### src/rtl/pv_sampler.sv
`timescale 1ns/1ps
// -----------------------------------------------------------------------------
// pv_sampler
//
// Purpose:
//   Paces conversions of an input-only SPI master at a fixed sample period.
//   Each completed SPI word is captured as the process variable (pv). The
//   signed error sp - pv is computed alongside it, and the pair is handed to
//   the PID core over a valid/ready handshake. A sample tick that arrives
//   while a previous sample is still in flight is dropped, and the sticky
//   overrun flag is raised.
//
// Parameters:
//   BITS    width of the SPI word, pv and sp (must match the SPI master)
//   PERIOD  clock cycles between sample ticks (>= 2)
//
// Ports:
//   clk        in   system clock
//   reset      in   synchronous, active-high reset
//   sp         in   setpoint, unsigned, sampled in the CAPTURE cycle
//   spi_cs     in   SPI chip-select, active-low (low = transaction running)
//   spi_data   in   SPI parallel word, valid once spi_cs is back high
//   spi_start  out  transaction request to the SPI master
//   pv         out  last captured process variable, unsigned
//   err        out  sp - pv, BITS+1 bit two's complement
//   out_valid  out  pv/err hold a new sample
//   out_ready  in   consumer accepts the sample
//   overrun    out  sticky: a sample tick was dropped
//
// Optional feature (macro PV_SAMPLER_AVG_EN):
//   When defined, pv is the floor average of the current raw word and the
//   previous raw word. The first capture after reset uses the raw word.
// -----------------------------------------------------------------------------
module pv_sampler #(
  parameter int BITS   = 4,
  parameter int PERIOD = 64
) (
  input  logic            clk,
  input  logic            reset,
  input  logic [BITS-1:0] sp,
  input  logic            spi_cs,
  input  logic [BITS-1:0] spi_data,
  output logic            spi_start,
  output logic [BITS-1:0] pv,
  output logic [BITS:0]   err,
  output logic            out_valid,
  input  logic            out_ready,
  output logic            overrun
);

  localparam int            CW     = (PERIOD > 1) ? $clog2(PERIOD) : 1;
  localparam logic [CW-1:0] RELOAD = CW'(PERIOD - 1);

  typedef enum logic [2:0] {
    IDLE,
    REQ,
    WAIT_DONE,
    CAPTURE,
    HOLD
  } state_t;

  state_t          state_reg;
  logic [CW-1:0]   tick_cnt_reg;
  logic            tick;
  logic [BITS-1:0] pv_reg;
  logic [BITS:0]   err_reg;
  logic            out_valid_reg;
  logic            overrun_reg;
  logic [BITS-1:0] capture_pv;

  // Free-running down-counter. Reset loads PERIOD-1, so the first tick
  // lands PERIOD cycles after reset is released.
  assign tick = (tick_cnt_reg == '0);

  always_ff @(posedge clk) begin
    if (reset) begin
      tick_cnt_reg <= RELOAD;
    end else if (tick) begin
      tick_cnt_reg <= RELOAD;
    end else begin
      tick_cnt_reg <= tick_cnt_reg - 1'b1;
    end
  end

`ifdef PV_SAMPLER_AVG_EN
  logic [BITS-1:0] prev_reg;
  logic            have_prev_reg;
  logic [BITS:0]   avg_sum;

  // The sum is one bit wider than the operands, so dropping its LSB gives
  // the floor average without losing the carry.
  assign avg_sum    = {1'b0, spi_data} + {1'b0, prev_reg};
  assign capture_pv = have_prev_reg ? avg_sum[BITS:1] : spi_data;

  always_ff @(posedge clk) begin
    if (reset) begin
      prev_reg      <= '0;
      have_prev_reg <= 1'b0;
    end else if (state_reg == CAPTURE) begin
      prev_reg      <= spi_data;
      have_prev_reg <= 1'b1;
    end
  end
`else
  assign capture_pv = spi_data;
`endif

  always_ff @(posedge clk) begin
    if (reset) begin
      state_reg     <= IDLE;
      pv_reg        <= '0;
      err_reg       <= '0;
      out_valid_reg <= 1'b0;
      overrun_reg   <= 1'b0;
    end else begin
      // A tick can only start a sample from IDLE. A tick seen in any other
      // state is lost, including the HOLD cycle that returns to IDLE.
      if (tick && (state_reg != IDLE)) begin
        overrun_reg <= 1'b1;
      end

      case (state_reg)
        IDLE: begin
          if (tick) begin
            state_reg <= REQ;
          end
        end
        REQ: begin
          // Keep requesting until the master acknowledges by dropping cs.
          if (!spi_cs) begin
            state_reg <= WAIT_DONE;
          end
        end
        WAIT_DONE: begin
          if (spi_cs) begin
            state_reg <= CAPTURE;
          end
        end
        CAPTURE: begin
          pv_reg        <= capture_pv;
          err_reg       <= {1'b0, sp} - {1'b0, capture_pv};
          out_valid_reg <= 1'b1;
          state_reg     <= HOLD;
        end
        HOLD: begin
          if (out_ready) begin
            out_valid_reg <= 1'b0;
            state_reg     <= IDLE;
          end
        end
        default: begin
          state_reg <= IDLE;
        end
      endcase
    end
  end

  assign spi_start = (state_reg == REQ);
  assign pv        = pv_reg;
  assign err       = err_reg;
  assign out_valid = out_valid_reg;
  assign overrun   = overrun_reg;

endmodule

### config.mk
export PLATFORM = sky130hd
export DESIGN_NAME = pv_sampler
export DESIGN_NICKNAME = d
export VERILOG_FILES = /design/src/rtl/pv_sampler.sv
export SDC_FILE = /design/constraint.sdc
export NUM_CORES = 1
export LEC_CHECK = 0
export CAP_MARGIN = 20
export CORE_MARGIN = 2
export CORE_UTILIZATION = 50
export DETAILED_ROUTE_END_ITERATION = 6
export PLACE_DENSITY = 0.82
export SYNTH_ARGS = -nofsm -noshare
export SYNTH_HDL_FRONTEND = slang
export SYNTH_SLANG_ARGS = --single-unit
### constraint.sdc
create_clock -name clk -period 2.35 [get_ports clk]
set_input_delay 0.47 -clock clk [delete_from_list [all_inputs] [get_ports clk]]
set_output_delay 0.47 -clock clk [all_outputs]
set_load 0.02 [all_outputs]
# Word level (Yosys, flattened, before mapping)
# Cells that the tools add are included.
[word_totals] regBits=20 in_bits=12 out_inout_bits=12
[classes] n_addsub=2 n_eq_ne=8 mux=7 reduce_logical=8
[op_table] operator="one-hot mux 3 bit (5 select lines)" count=1
[op_table] operator="two-way mux 3 bit" count=4
[op_table] operator="!= test 2 bit (second input constant)" count=4
[op_table] operator="equality test 3 x 2 -> 1 bit (second input constant)" count=2
[op_table] operator="zero test 6 bit" count=1
[op_table] operator="subtractor 6 x 1 -> 6 bit (second input constant)" count=1
[op_table] operator="subtractor 4 x 4 -> 5 bit" count=1
[op_table] operator="AND reduction 4 bit" count=1
[op_table] operator="equality test 3 x 1 -> 1 bit (second input constant)" count=1
[op_table] operator="equality test 3 bit (second input constant)" count=1
[op_table] operator="zero test 3 bit" count=1
[op_table] operator="nonzero test 3 bit" count=1
[op_table] operator="one-hot mux 1 bit (2 select lines)" count=1
[op_table] operator="AND reduction 2 bit" count=1
[op_table] operator="nonzero test 2 bit" count=1
[op_table] operator="OR reduction 2 bit" count=1
[op_table] operator="logical AND 1 bit" count=1
[op_table] operator="two-way mux 1 bit" count=1

# Longest topological paths before layout
[depth] depth_word=3 depth_mapped=7

# Least setup slack after synthesis
# No wires, ideal clock.
[synth_path] path_kind="input port to flip-flop" startpoint="input port sp[0]" endpoint="register err_reg[4] (netlist: err[4])" setup_time_ps=128 t_arrival_ps=1426 path_slack_ps=796 cell_stages=7 path_buffers=0 path_cell_list="inv_1 -> ha_1 -> fa_1 -> nor2b_1 -> o21ai_0 -> a22oi_1 -> nor2_1"
[synth_between] elab_chain_cells=1
[synth_rtl] item="from (decl)" line_no="40" text="input logic [BITS-1:0] sp,"
[synth_rtl] item="subtractor 4 x 4 -> 5 bit" line_no="141" text="err_reg <= {1'b0, sp} - {1'b0, capture_pv};"
[synth_rtl] item="to (signal assigned)" line_no="141"
[synth_rtl] item="to (decl)" line_no="66" text="logic [BITS:0] err_reg;"
# No other way between the ends.
# A chain may end at the register's enable or synchronous reset.

# Final worst setup path
[layout_path] startpoint="register state_reg[0]" endpoint="output port spi_start"
[layout_between] elab_chain_cells=1
[layout_rtl] item="from (decl)" line_no="62" text="state_t state_reg;"
[layout_rtl] item="from (signal assigned)" line_no="110" text="state_reg <= IDLE;"
[layout_rtl] item="from (signal assigned)" line_no="125" text="state_reg <= REQ;"
[layout_rtl] item="from (signal assigned)" line_no="131" text="state_reg <= WAIT_DONE;"
[layout_rtl] item="equality test 3 x 1 -> 1 bit" line_no="158" text="assign spi_start = (state_reg == REQ);"
[layout_rtl] item="to (decl)" line_no="43" text="output logic spi_start,"
# No other way between the ends.

==> impl_metrics.ini <==
[timing]
fin_crit_ns = 2.11
fin_crit_sh = 0.897
setup_tns_ns = 0
fmax_mhz = 474
fin_skew_ns = 0.00928
relSlewSlack = 0.722
setup_viol = 0
grt_setup_unrepaired = no
hold_viol = 0
drv_slew = 0
worstMarginPinSlew_ns = 0.416
layout_setup_ws_ns = 0.242

[synth]
postSynthCellCount = 109
syn-cell-area_um2 = 932
ys_top_cells_by_area = dfxtp_1 43%, nand2_1 8.5%, ha_1 8.1%, a21oi_1 6.4%, nor2_1 4.4%
ys_warn_count = 0
synth_nets = 128
ys_types = 28
synth.avg_cell_area_um2 = 8.55
ys_ff_latch = 20
synth_sequential_area_ratio = 0.430
synth_top_area_share = 0.430
yosysTopAreaCell = dfxtp_1

[power]
switchingPower_mw = 0.134
p_per_area_nw_per_um2 = 500
p_int_mw = 0.472
seqPwrFrac = 0.571
peakVddDrop_mv = 0.356
total_leakage_power_nw = 0.470
swShare = 0.221
power_frac_clock = 0.327
comb_power_share = 0.102

[drt]
dr_total_vias = 782
first_iter_violations = 11
drt_pre_antenna_iters = 4
wire_per_inst_um = 10.4
vias_per_cell = 4.95
postRouteWirelength_um = 1650
antenna_left = 0
drcViolationCount = 0

[placed_design]
place_hpwl_um = 1270
gp_congestion = 0.741
place_inst = 154
placed_area_um2 = 1180
port_buffers = 23
dp_worst_setup_slack_ns = 0.246

[global_route]
antenna_found_initial = 0
grt_usage = 0.186
grt_overflow = 0
grt_pass1_wl_um = 2820
use_met1 = 0.216
grt_max_degree = 12
busiest_layer = met2
grt.met2_usage = 0.293
grt_pass1_vias = 715
use_met3 = 0.0385

[clock_tree]
cts_htree_levels = 1
cts_resized = 0
cts_sinks = 20
cts_tree = yes
root_buffer = clkbuf_4
cts_inserted_buffers = 3
clkLatencyLatePin_ns = 0.30
hold_buffers = 0
path_clk_slew_ns = 0.10
clock_path_buffers = 2
cts_setup_buffers = 0

[cells_and_area]
largest_register_ffs = 6
fin_area_um2 = 1210
diodes = 0
nets = 153
finalNonFillerCells = 158
synthToLayoutAreaGrowth_pct = 30.1
n_fill_cell = 151
drive_gt1_frac = 0.0526
regArea_um2 = 400
final_core_util = 0.695
multi_input_area_um2 = 474

[hold_path]
hold_path.class = flop to flop
worstHoldPathCells = 1

[floorplanning]
rows = 15
die_w_um = 47.2
die_height_um = 47.2
io_pins = 24
core_area_um2 = 1750
die-area_um2 = 2230
initial_core_util = 0.534

[flow_run]
maxCapViolCount = 0

[outcome]
status = complete, no violations

[worst_setup_path]
worstSetupPathType = flop to output pin
start_kind = flop
worstSetupEndpointType = output pin
rr_worst_depth = 4
worstPathRequired_ns = 1.88
crit_fanout = 9
arrival_ns = 1.64
## through the flow
step / hold WS, ns / total power [mW]
floorplan: 0.371 / 0.386
global placement: 0.381 / 0.415
detailed placement: 0.390 / 0.416
CTS: 0.416 / 0.617
global route: 0.442 / 0.634
finish: 0.407 / 0.606
## layer usage
layer / wire [um] / vias up
li1: - / 409
met5: 0 / -
met1: 790 / 353
met2: 721 / 16
met3: 71 / 4
met4: 61 / 0
## final timing paths
check	from	end	slack, ns
worst max-delay path	state_reg[0]	spi_start	0.24
worst min-delay path	tick_cnt_reg[0]	tick_cnt_reg[0]	0.41
worst max register to register	state_reg[1]	err[1]	0.96
worst min register to register	tick_cnt_reg[0]	tick_cnt_reg[0]	0.41
## area by class of cell
type,count,area share
clock buffers,4,0.0299
inverters,8,0.0268
multi-input cells,77,0.391
flip-flops and latches,20,0.330
well taps,25,0.0258
repair buffers,24,0.196
## kinds of logic after synthesis
family | share of synthesized area
multiplexers | 0.0107
XOR/XNOR | 0.0470
buffers and inverters | 0.0618
adder cells (fa/ha/maj) | 0.102
AO/OA/AOI/OAI | 0.123
flip-flops | 0.430
AND/OR/NAND/NOR | 0.226
## power by group through the flow
stage | Sequential (mW) | Clock, mW | Combinational (mW)
after floorplan | 0.353 | 0 | 0.0327
after global placement | 0.354 | 0 | 0.0611
after detailed placement | 0.354 | 0 | 0.0624
after CTS | 0.346 | 0.208 | 0.0629
after global routing | 0.347 | 0.217 | 0.0696
final | 0.346 | 0.198 | 0.0621
## synth_stat cells (all sizes together)
cell type,instances
nor2,11
inv,8
clkbuf,1
a21oi,12
dfxtp,20
nor4,1
xor2,2
a21o,1
nand2,21
a22oi,1
o21ai,2
or3,1
a21boi,1
ha,6
a211oi,3
and3,2
xnor2,3
nor3b,2
nor3,2
mux2i,1
nand3b,3
buf,3
nor2b,1
fa,1
## worst max-delay path: stages, from the launching register on
cell and delay (ns):
dfxtp_1 0.50, nor3b_1 0.22, clkdlybuf4s50_1 0.63
## layout by cell type, fill, tap and decap left out, drive strengths merged, types with 3 or more instances in the layout
cell type      synthesis  final
nand3b                 3      3
nor2                  11     11
a211oi                 3      3
nand2                 21     21
clkdlybuf4s50          0     23
xnor2                  3      3
a21oi                 12     12
clkbuf                 1      4
dfxtp                 20     20
inv                    8      8
ha                     6      6
(Power assumes the default switching activity.)
